## config.mk

```make
export PLATFORM = sky130hd
export DESIGN_NAME = io_bus_responder
export DESIGN_NICKNAME = d
export VERILOG_FILES = /design/src/rtl/io_bus_responder_pkg.sv /design/src/rtl/io_bus_responder_hex_to_seg7.sv /design/src/rtl/io_bus_responder.sv
export SDC_FILE = /design/constraint.sdc
export NUM_CORES = 1
export LEC_CHECK = 0
export ABC_AREA = 1
export CELL_PAD_IN_SITES_DETAIL_PLACEMENT = 1
export CELL_PAD_IN_SITES_GLOBAL_PLACEMENT = 1
export CORE_MARGIN = 5
export CORE_UTILIZATION = 34
export CTS_CLUSTER_SIZE = 14
export DETAILED_ROUTE_END_ITERATION = 8
export PLACE_DENSITY = 0.91
export SYNTH_ARGS = -nofsm -noshare
export SYNTH_HDL_FRONTEND = slang
export SYNTH_SLANG_ARGS = --single-unit
```

## constraint.sdc

```tcl
create_clock -name clk -period 4.2 [get_ports clk]
set_clock_uncertainty 0.2 [all_clocks]
set_input_delay 0.42 -clock clk [delete_from_list [all_inputs] [get_ports clk]]
set_output_delay 0.42 -clock clk [all_outputs]
set_load 0.005 [all_outputs]
```

## src/rtl/io_bus_responder_pkg.sv

```systemverilog
// Shared constants for io_bus_responder: the bus width, the register map, the debounce count
// and the 7-segment digit table.
package io_bus_responder_pkg;

  localparam int unsigned DBITS     = 32;
  localparam int unsigned DEBCYCLES = 16;
  localparam int unsigned DEBCNTW   = $clog2(DEBCYCLES + 1);

  localparam logic [DBITS-1:0] ADDRHEX     = 32'hFFFFF000;
  localparam logic [DBITS-1:0] ADDRLEDR    = 32'hFFFFF020;
  localparam logic [DBITS-1:0] ADDRKEY     = 32'hFFFFF080;
  localparam logic [DBITS-1:0] ADDRKEYEDGE = ADDRKEY + 32'd4;
  localparam logic [DBITS-1:0] ADDRSW      = 32'hFFFFF090;

  // Active-low segment patterns {g,f,e,d,c,b,a} for the digits 0-F; entry i is digit i.
  localparam logic [15:0][6:0] SEG_TABLE = {
    7'b0001110, 7'b0000110, 7'b0100001, 7'b1000110,  // F E d C
    7'b0000011, 7'b0001000, 7'b0010000, 7'b0000000,  // b A 9 8
    7'b1111000, 7'b0000010, 7'b0010010, 7'b0011001,  // 7 6 5 4
    7'b0110000, 7'b0100100, 7'b1111001, 7'b1000000   // 3 2 1 0
  };

endpackage

```

## src/rtl/io_bus_responder_hex_to_seg7.sv

```systemverilog
// Converts one hex digit into its active-low 7-segment pattern.
module hex_to_seg7
  import io_bus_responder_pkg::*;
(
  input  logic [3:0] digit_i,
  output logic [6:0] seg_o
);

  assign seg_o = SEG_TABLE[digit_i];

endmodule

```

## src/rtl/io_bus_responder.sv

```systemverilog
// Memory-mapped I/O responder for HEX, LEDR, KEY and SW. Every access is acknowledged one cycle
// after req. Define IO_BUS_RESPONDER_DEBOUNCE_EN to debounce the KEY inputs.
module io_bus_responder
  import io_bus_responder_pkg::*;
(
  input  logic             clk,
  input  logic             reset,
  input  logic             req,
  input  logic             we,
  input  logic [DBITS-1:0] addr,
  input  logic [DBITS-1:0] wdata,
  output logic             hit,
  output logic             ack,
  output logic [DBITS-1:0] rdata,
  input  logic [3:0]       KEY,
  input  logic [9:0]       SW,
  output logic [6:0]       HEX0,
  output logic [6:0]       HEX1,
  output logic [6:0]       HEX2,
  output logic [6:0]       HEX3,
  output logic [6:0]       HEX4,
  output logic [6:0]       HEX5,
  output logic [9:0]       LEDR
);

  logic [23:0]      hex_q;
  logic [9:0]       ledr_q;
  logic [3:0]       edge_q, edge_d, key_prev_q, key_state, key_rise, key_clr;
  logic [3:0]       ksync1_q, ksync2_q;
  logic [9:0]       swsync1_q, swsync2_q;
  logic             ack_q;
  logic [DBITS-1:0] rdata_q, rdata_d;
  logic             sel_hex, sel_ledr, sel_key, sel_edge, sel_sw;
  logic             wr, rd;
  logic             unused_wdata;

  assign sel_hex  = (addr == ADDRHEX);
  assign sel_ledr = (addr == ADDRLEDR);
  assign sel_key  = (addr == ADDRKEY);
  assign sel_edge = (addr == ADDRKEYEDGE);
  assign sel_sw   = (addr == ADDRSW);
  assign hit      = sel_hex | sel_ledr | sel_key | sel_edge | sel_sw;

  assign wr = req & we;
  assign rd = req & ~we;
  assign unused_wdata = ^wdata[DBITS-1:24];

  always_comb begin
    rdata_d = '0;
    if (rd) begin
      if (sel_hex)       rdata_d[23:0] = hex_q;
      else if (sel_ledr) rdata_d[9:0]  = ledr_q;
      else if (sel_key)  rdata_d[3:0]  = key_state;
      else if (sel_edge) rdata_d[3:0]  = edge_q;
      else if (sel_sw)   rdata_d[9:0]  = swsync2_q;
    end
  end

  // A new rising edge beats a simultaneous write-1-to-clear of the same bit.
  assign key_rise = key_state & ~key_prev_q;
  assign key_clr  = (wr && sel_edge) ? wdata[3:0] : 4'b0000;
  assign edge_d   = (edge_q & ~key_clr) | key_rise;

  always_ff @(posedge clk or posedge reset) begin
    if (reset) begin
      hex_q      <= '0;
      ledr_q     <= '0;
      edge_q     <= '0;
      key_prev_q <= '0;
      ksync1_q   <= 4'hF;
      ksync2_q   <= 4'hF;
      swsync1_q  <= '0;
      swsync2_q  <= '0;
      ack_q      <= 1'b0;
      rdata_q    <= '0;
    end else begin
      ksync1_q   <= KEY;
      ksync2_q   <= ksync1_q;
      swsync1_q  <= SW;
      swsync2_q  <= swsync1_q;
      key_prev_q <= key_state;
      edge_q     <= edge_d;
      ack_q      <= req;
      rdata_q    <= rdata_d;
      if (wr && sel_hex)  hex_q  <= wdata[23:0];
      if (wr && sel_ledr) ledr_q <= wdata[9:0];
    end
  end

`ifdef IO_BUS_RESPONDER_DEBOUNCE_EN
  logic [3:0]              key_db_q;
  logic [3:0][DEBCNTW-1:0] db_cnt_q;

  // A key differs from its debounced state while the synced (active-low) level equals that state.
  always_ff @(posedge clk or posedge reset) begin
    if (reset) begin
      key_db_q <= '0;
      db_cnt_q <= '0;
    end else begin
      for (int k = 0; k < 4; k++) begin
        if (ksync2_q[k] == key_db_q[k]) begin
          if (db_cnt_q[k] == DEBCNTW'(DEBCYCLES - 1)) begin
            key_db_q[k] <= ~ksync2_q[k];
            db_cnt_q[k] <= '0;
          end else begin
            db_cnt_q[k] <= db_cnt_q[k] + 1'b1;
          end
        end else begin
          db_cnt_q[k] <= '0;
        end
      end
    end
  end

  assign key_state = key_db_q;
`else
  assign key_state = ~ksync2_q;
`endif

  logic [5:0][6:0] segs;

  for (genvar i = 0; i < 6; i++) begin : g_hex
    hex_to_seg7 u_hex_to_seg7 (
      .digit_i (hex_q[4*i +: 4]),
      .seg_o   (segs[i])
    );
  end

  assign HEX0  = segs[0];
  assign HEX1  = segs[1];
  assign HEX2  = segs[2];
  assign HEX3  = segs[3];
  assign HEX4  = segs[4];
  assign HEX5  = segs[5];
  assign LEDR  = ledr_q;
  assign ack   = ack_q;
  assign rdata = rdata_q;

endmodule
```

==> results of run 1 <==
[worst max-delay path by stage]
stage	start	endpoint	slack, ns	depth (start not counted)
after floorplan	reset	LEDR[0]	1.12	1
after global placement	addr[30]	hex_q[3]	0.94	11
after detailed placement	addr[18]	hex_q[0]	0.84	11
after CTS	addr[18]	hit	1.08	8
after global routing	addr[30]	hit	0.97	8
final	hex_q[9]	HEX2[3]	1.07	4
[stage by stage]
stage | instances | utilization
floorplan | 647 | -
global placement | 981 | 0.455
detailed placement | 981 | 0.455
CTS | 997 | 0.473
global route | 997 | 0.473
finish | 997 | 0.473
[area by class of cell]
type                       count  area, µm²
multi-input combinational    436       2430
tap                          211        264
sequential                    95       2390
fill                        1785       8040
timing repair buffer         156       1550
inverter                      83        315
clock inverter                 6       50.0
clock buffer                  10        229
[placed cells by master (no fill, tap or decap), types with 2 or more instances in the layout]
| cell | Yosys | final |
|---|---|---|
| nor3_1 | 5 | 5 |
| clkinvlp_4 | 0 | 2 |
| a21oi_1 | 22 | 22 |
| a211oi_1 | 4 | 4 |
| nand3_1 | 55 | 55 |
| o21bai_1 | 2 | 2 |
| inv_1 | 80 | 79 |
| nor2_1 | 45 | 45 |
| nand2_2 | 4 | 4 |
| o211ai_1 | 4 | 4 |
| o21ai_0 | 37 | 37 |
| inv_6 | 0 | 3 |
| nand2_1 | 152 | 152 |
| nand4_1 | 8 | 8 |
| buf_4 | 9 | 5 |
| nor2_4 | 2 | 2 |
| ha_1 | 36 | 36 |
| nor2_2 | 3 | 3 |
| o311ai_0 | 4 | 4 |
| clkdlybuf4s50_1 | 0 | 151 |
| dfstp_2 | 8 | 8 |
| o21ai_2 | 12 | 12 |
| dfrtp_1 | 87 | 87 |
| o31ai_1 | 6 | 6 |
| nor3_2 | 9 | 9 |
| conb_1 | 1 | 8 |
| clkbuf_16 | 0 | 9 |
| a21boi_0 | 4 | 4 |
| o21ai_1 | 8 | 8 |
[registers in the layout, indices dropped and copies added, names as in the netlist, 4 cells and up]
signal      flops
hex_q          24
rdata          24
LEDR           10
swsync1_q      10
swsync2_q      10
edge_q          4
key_prev_q      4
ksync1_q        4
ksync2_q        4
[cell families (layout without fill, tap and decap cells)]
group / Yosys count / after routing / synth area share
buffers and inverters: 116 / 255 / 0.0976
other: 1 / 8 / 0.000707
AOI/OAI and AO/OA: 104 / 104 / 0.120
adders and majority gates: 36 / 36 / 0.0849
and+or+nand+nor: 288 / 288 / 0.247
DFF: 95 / 95 / 0.450
[synth_stat cells]
master | instances | area, µm²
nand3_1 | 55 | 275
a21boi_0 | 4 | 30.0
nand4_1 | 8 | 50.1
nand2_1 | 152 | 571
nand3_4 | 1 | 17.5
a211oi_1 | 4 | 30.0
nand3_2 | 1 | 10.0
conb_1 | 1 | 3.75
nor2_1 | 45 | 169
inv_1 | 80 | 300
o31ai_1 | 6 | 45.0
nor2_4 | 2 | 22.5
nor2_2 | 3 | 18.8
nor3_1 | 5 | 25.0
ha_1 | 36 | 450
o311ai_0 | 4 | 35.0
clkinv_2 | 1 | 5.00
buf_1 | 1 | 3.75
dfrtp_1 | 87 | 2180
buf_4 | 9 | 67.6
a21oi_1 | 22 | 110
o21bai_1 | 2 | 15.0
nand3b_1 | 1 | 7.51
o21ai_1 | 8 | 40.0
clkinv_1 | 1 | 3.75
inv_2 | 1 | 3.75
dfstp_2 | 8 | 210
nor2_8 | 1 | 20.0
nand2_4 | 1 | 11.3
a32o_1 | 1 | 10.0
nand2_2 | 4 | 25.0
o211ai_1 | 4 | 30.0
buf_2 | 2 | 10.0
nor3_2 | 9 | 90.1
o21ai_2 | 12 | 105
clkbuf_1 | 15 | 56.3
o21ai_0 | 37 | 185
buf_6 | 6 | 67.6
[critical path: stages, from the launching register on]
cell,delay (ns)
dfrtp_1,0.47
inv_1,0.17
ha_1,0.32
o311ai_0,0.58
clkdlybuf4s50_1,0.62
[layer usage]
layer,routed length [µm],GRT usage,vias to the layer above
met3,500,0.0298,19
li1,-,-,2321
met5,0,0,-
met4,304,0.0515,0
met1,7090,0.225,2267
met2,8020,0.312,95
[power groups by stage]
| stage | combinational (mW) | clock, mW | sequential (mW) |
|---|---|---|---|
| after floorplan | 0.0432 | 0 | 0.955 |
| after global placement | 0.122 | 0 | 0.956 |
| after detailed placement | 0.125 | 0 | 0.958 |
| after CTS | 0.126 | 0.806 | 0.940 |
| after global routing | 0.136 | 0.843 | 0.941 |
| final | 0.123 | 0.777 | 0.940 |
==> impl_metrics.ini, run 1 <==
[power]
seq_power_share = 0.511
combPwrFrac = 0.067
p_leak_nw = 3.39
switching_power_mw = 0.430
ir_worst_vdd_v = 0.000184
p_total_mw = 1.84
internal-power_mw = 1.41
p_clk_frac = 0.422
power_density_nw_per_um2 = 255
p_sw_frac = 0.233

[grt]
overflow = 0
antenna_found_initial = 0
grt_pass1_wl_um = 26100
grt_pass1_vias = 5097
track_usage = 0.178
grt_max_degree = 78

[hold_path]
holdPathStages = 0
hp-class = reg -> reg
hold_start = swsync1_q[4]
holdPathEnd = swsync2_q[4]

[clocking]
numClockSinks = 95
numCtsBuffers = 9
root_buffer = clkbuf_16
htree_levels = 3
ctsLongestPathBuffers = 2
postCtsResizedCells = 0
cts_setup_buffers = 0
clock_latency_ns = 0.34
cts_tree = done
clkTransAtPathRegs_ns = 0.07
ctsHoldBuffers = 0

[placement]
place.gp.congestion = 0.897
io_buffer_count = 151
hpwl_um = 12100
dp_slack_ns = 0.845
dpl_cell_area_um2 = 6940

[status]
status = finished clean

[logic_synthesis]
avgSynthCellArea_um2 = 8.29
syn_area_um2 = 5310
yosys_warnings = 0
seq_area_frac_synth = 0.450
synth_cells = 640
yosys_register_bits = 95
synth_cell_types = 38

[timing]
fin_crit_ns = 3.13
drv_slew = 0
finalSetupViolCount = 0
rsz0062_at_grt = false
tightest_slew_ns = 0.957
slew-limit-headroom = 0.362
hold_viol = 0
post-route-period-util = 0.744
fin_setup_tns_ns = 0
max_freq_ghz = 0.320
worst_slack_ns = 1.07
fin_hold_ws_ns = 0.153

[setup_path]
critical_path_arrival_ns = 2.51
crit_path_max_fanout = 6
r2r_setup_slack_ns = 2.89
reg2reg_depth = 5
setup.worst_path.class = reg -> out
r2r-end = rdata[3]
r2r-start = ksync2_q[3]
critPathRequiredTime_ns = 3.58
end_kind = output pin
start_kind = register

[floorplan]
rows = 45
die-width_um = 135
start_util = 0.348
io_pins = 168
coreArea_um2 = 15300
die-area_um2 = 18200
die_h_um = 135

[routing]
drtIter0Drc = 224
viasPerCell = 4.72
ant_nets = 0
drc_errors = 0
dr.pass1.iters = 4
vias = 4702
wl_per_cell_um = 16.0
postRouteWirelength_um = 15900

[layout]
nets = 899
area_delta_synth_final_pct = 36.1
antenna_cells = 0
drive_gt1_frac = 0.0827
fin_area_um2 = 7220

[run]
cap_violations = 0
Power figures use the tool's default switching activity.
==> inputs of run 2 (changes only) <==
- CORE_UTILIZATION: 34 -> 31
- PLACE_DENSITY: 0.91 -> 0.88
- clock period: 4.2 -> 2.6 ns (I/O delays scaled with it)
==> run 2 against run 1 <==
Effect of this change: sequential power increased by 62%; sequential share of layout area down 0.93 points; power is 65% higher.
==> impl_metrics.ini, run 2 (synthesis results as in run 1) <==
[timing]
max_freq_ghz = 0.401
fin_crit_ns = 2.49
rsz0062_at_grt = false
drv_slew = 0
finalSetupViolCount = 0
worst_slack_ns = 0.106
slew-limit-headroom = 0.566
fin_hold_ws_ns = 0.121
tightest_slew_ns = 0.650
fin_setup_tns_ns = 0
post-route-period-util = 0.959
hold_viol = 0

[power]
power_density_nw_per_um2 = 406
ir_worst_vdd_v = 0.000267
p_leak_nw = 3.59

[routing]
drc_errors = 0
drtIter0Drc = 174
vias = 4818
ant_nets = 0
wl_per_cell_um = 15.7
dr.pass1.iters = 4
postRouteWirelength_um = 16100
viasPerCell = 4.70

[layout]
fin_area_um2 = 7490
mostFrequentLayoutCells = 152 x nand2_1, 145 x clkdlybuf4s50_1, 73 x dfrtp_1
nFillCells = 2029
multi_input_area_um2 = 2460
drive_gt1_frac = 0.148
final_common_cell = nand2_1
regArea_um2 = 2400
nets = 919
antenna_cells = 0
area_delta_synth_final_pct = 41.0

[clocking]
numClockSinks = 95
clkTransAtPathRegs_ns = 0.07
htree_levels = 3
root_buffer = clkbuf_16
clock_latency_ns = 0.34
cts_tree = done
numCtsBuffers = 9
ctsLongestPathBuffers = 2

[floorplan]
die_h_um = 141
die-area_um2 = 19800
io_pins = 168
start_util = 0.318
coreArea_um2 = 16700
rows = 47
die-width_um = 141

[grt]
grt_max_degree = 56
antenna_found_initial = 0
track_usage = 0.163
grt_pass1_vias = 5091
overflow = 0
grt_pass1_wl_um = 26400

[run]
cap_violations = 0

[placement]
dpl_cell_area_um2 = 7080
place.gp.congestion = 0.874
hpwl_um = 12400
io_buffer_count = 151
dp_slack_ns = 0.0336

[setup_path]
crit_path_max_fanout = 6
r2r_setup_slack_ns = 1.32
path_cells = inv_4 -> ha_1 -> inv_1 -> nor2_2 -> nand2_1 -> a21boi_2 -> clkdlybuf4s50_1
critical_path_arrival_ns = 2.03
start_kind = register
end_kind = output pin
critPathRequiredTime_ns = 2.14
setup.worst_path.class = reg -> out
cp_slowest_cell = clkdlybuf4s50_1
critPathMaxStageDelay_ns = 0.51

[hold_path]
hp-class = in -> reg

[status]
status = finished clean
[run 2: cell count changes in the layout (fill, tap and decap cells not counted), moves of 4 or more]
cell,delta
inv_2,+8
inv_1,-11
dlymetal6s2s_1,+4
dfrtp_1,-14
dfrtp_2,+14
buf_4,+18
clkdlybuf4s50_1,-6
[run 2: critical path: cells and delay by family (launching register included)]
family                   cells  cell delay (ns)
AO/OA/AOI/OAI                1             0.15
buffers and inverters        3             0.69
AND/OR/NAND/NOR              2             0.22
flip-flops                   1             0.47
adder cells (fa/ha/maj)      1             0.15
[run 2: stage by stage]
stage / std cells / util / total power [mW]
floorplan: 647 / - / 1.61
global placement: 1005 / 0.424 / 1.75
detailed placement: 1005 / 0.424 / 1.75
CTS: 1023 / 0.443 / 3.07
global route: 1026 / 0.448 / 3.18
finish: 1026 / 0.448 / 3.04
[run 2: routing by layer]
layer | share of wire | GRT usage
met1 | 0.44 | 0.210
met2 | 0.51 | 0.283
met3 | 0.039 | 0.0278
met4 | 0.012 | 0.0408
met5 | 0 | 0
[run 2: final cells by class]
class | instances | area share
tap | 220 | 0.0368
timing repair buffer | 176 | 0.230
inverter | 83 | 0.0433
sequential | 95 | 0.321
clock inverter | 7 | 0.0100
multi-input combinational | 436 | 0.329
clock buffer | 9 | 0.0301
[run 2: worst paths after layout]
check / startpoint / end / depth (start not counted)
min in group asynchronous: reset / swsync1_q[6] / 3
max: hex_q[17] / HEX4[0] / 7
max in group asynchronous: reset / hex_q[21] / 4
min: KEY[1] / ksync1_q[1] / 1
max reg2reg: ksync2_q[3] / rdata[3] / 5
min reg2reg: swsync1_q[4] / swsync2_q[4] / 0
[run 2: repair_timing]
action,4_1_cts,5_1_grt
setup buffers,1,3
hold endpoints to repair,8,0
gates resized for setup,20,29
endpoints found under the setup margin,11,12
hold buffers,1,0
[run 2: power breakdown]
| group | internal, mW | switching [mW] | total [mW] |
|---|---|---|---|
| Sequential | 1.51 | 0.0106 | 1.52 |
| Clock | 0.679 | 0.636 | 1.32 |
| Combinational | 0.115 | 0.0893 | 0.204 |
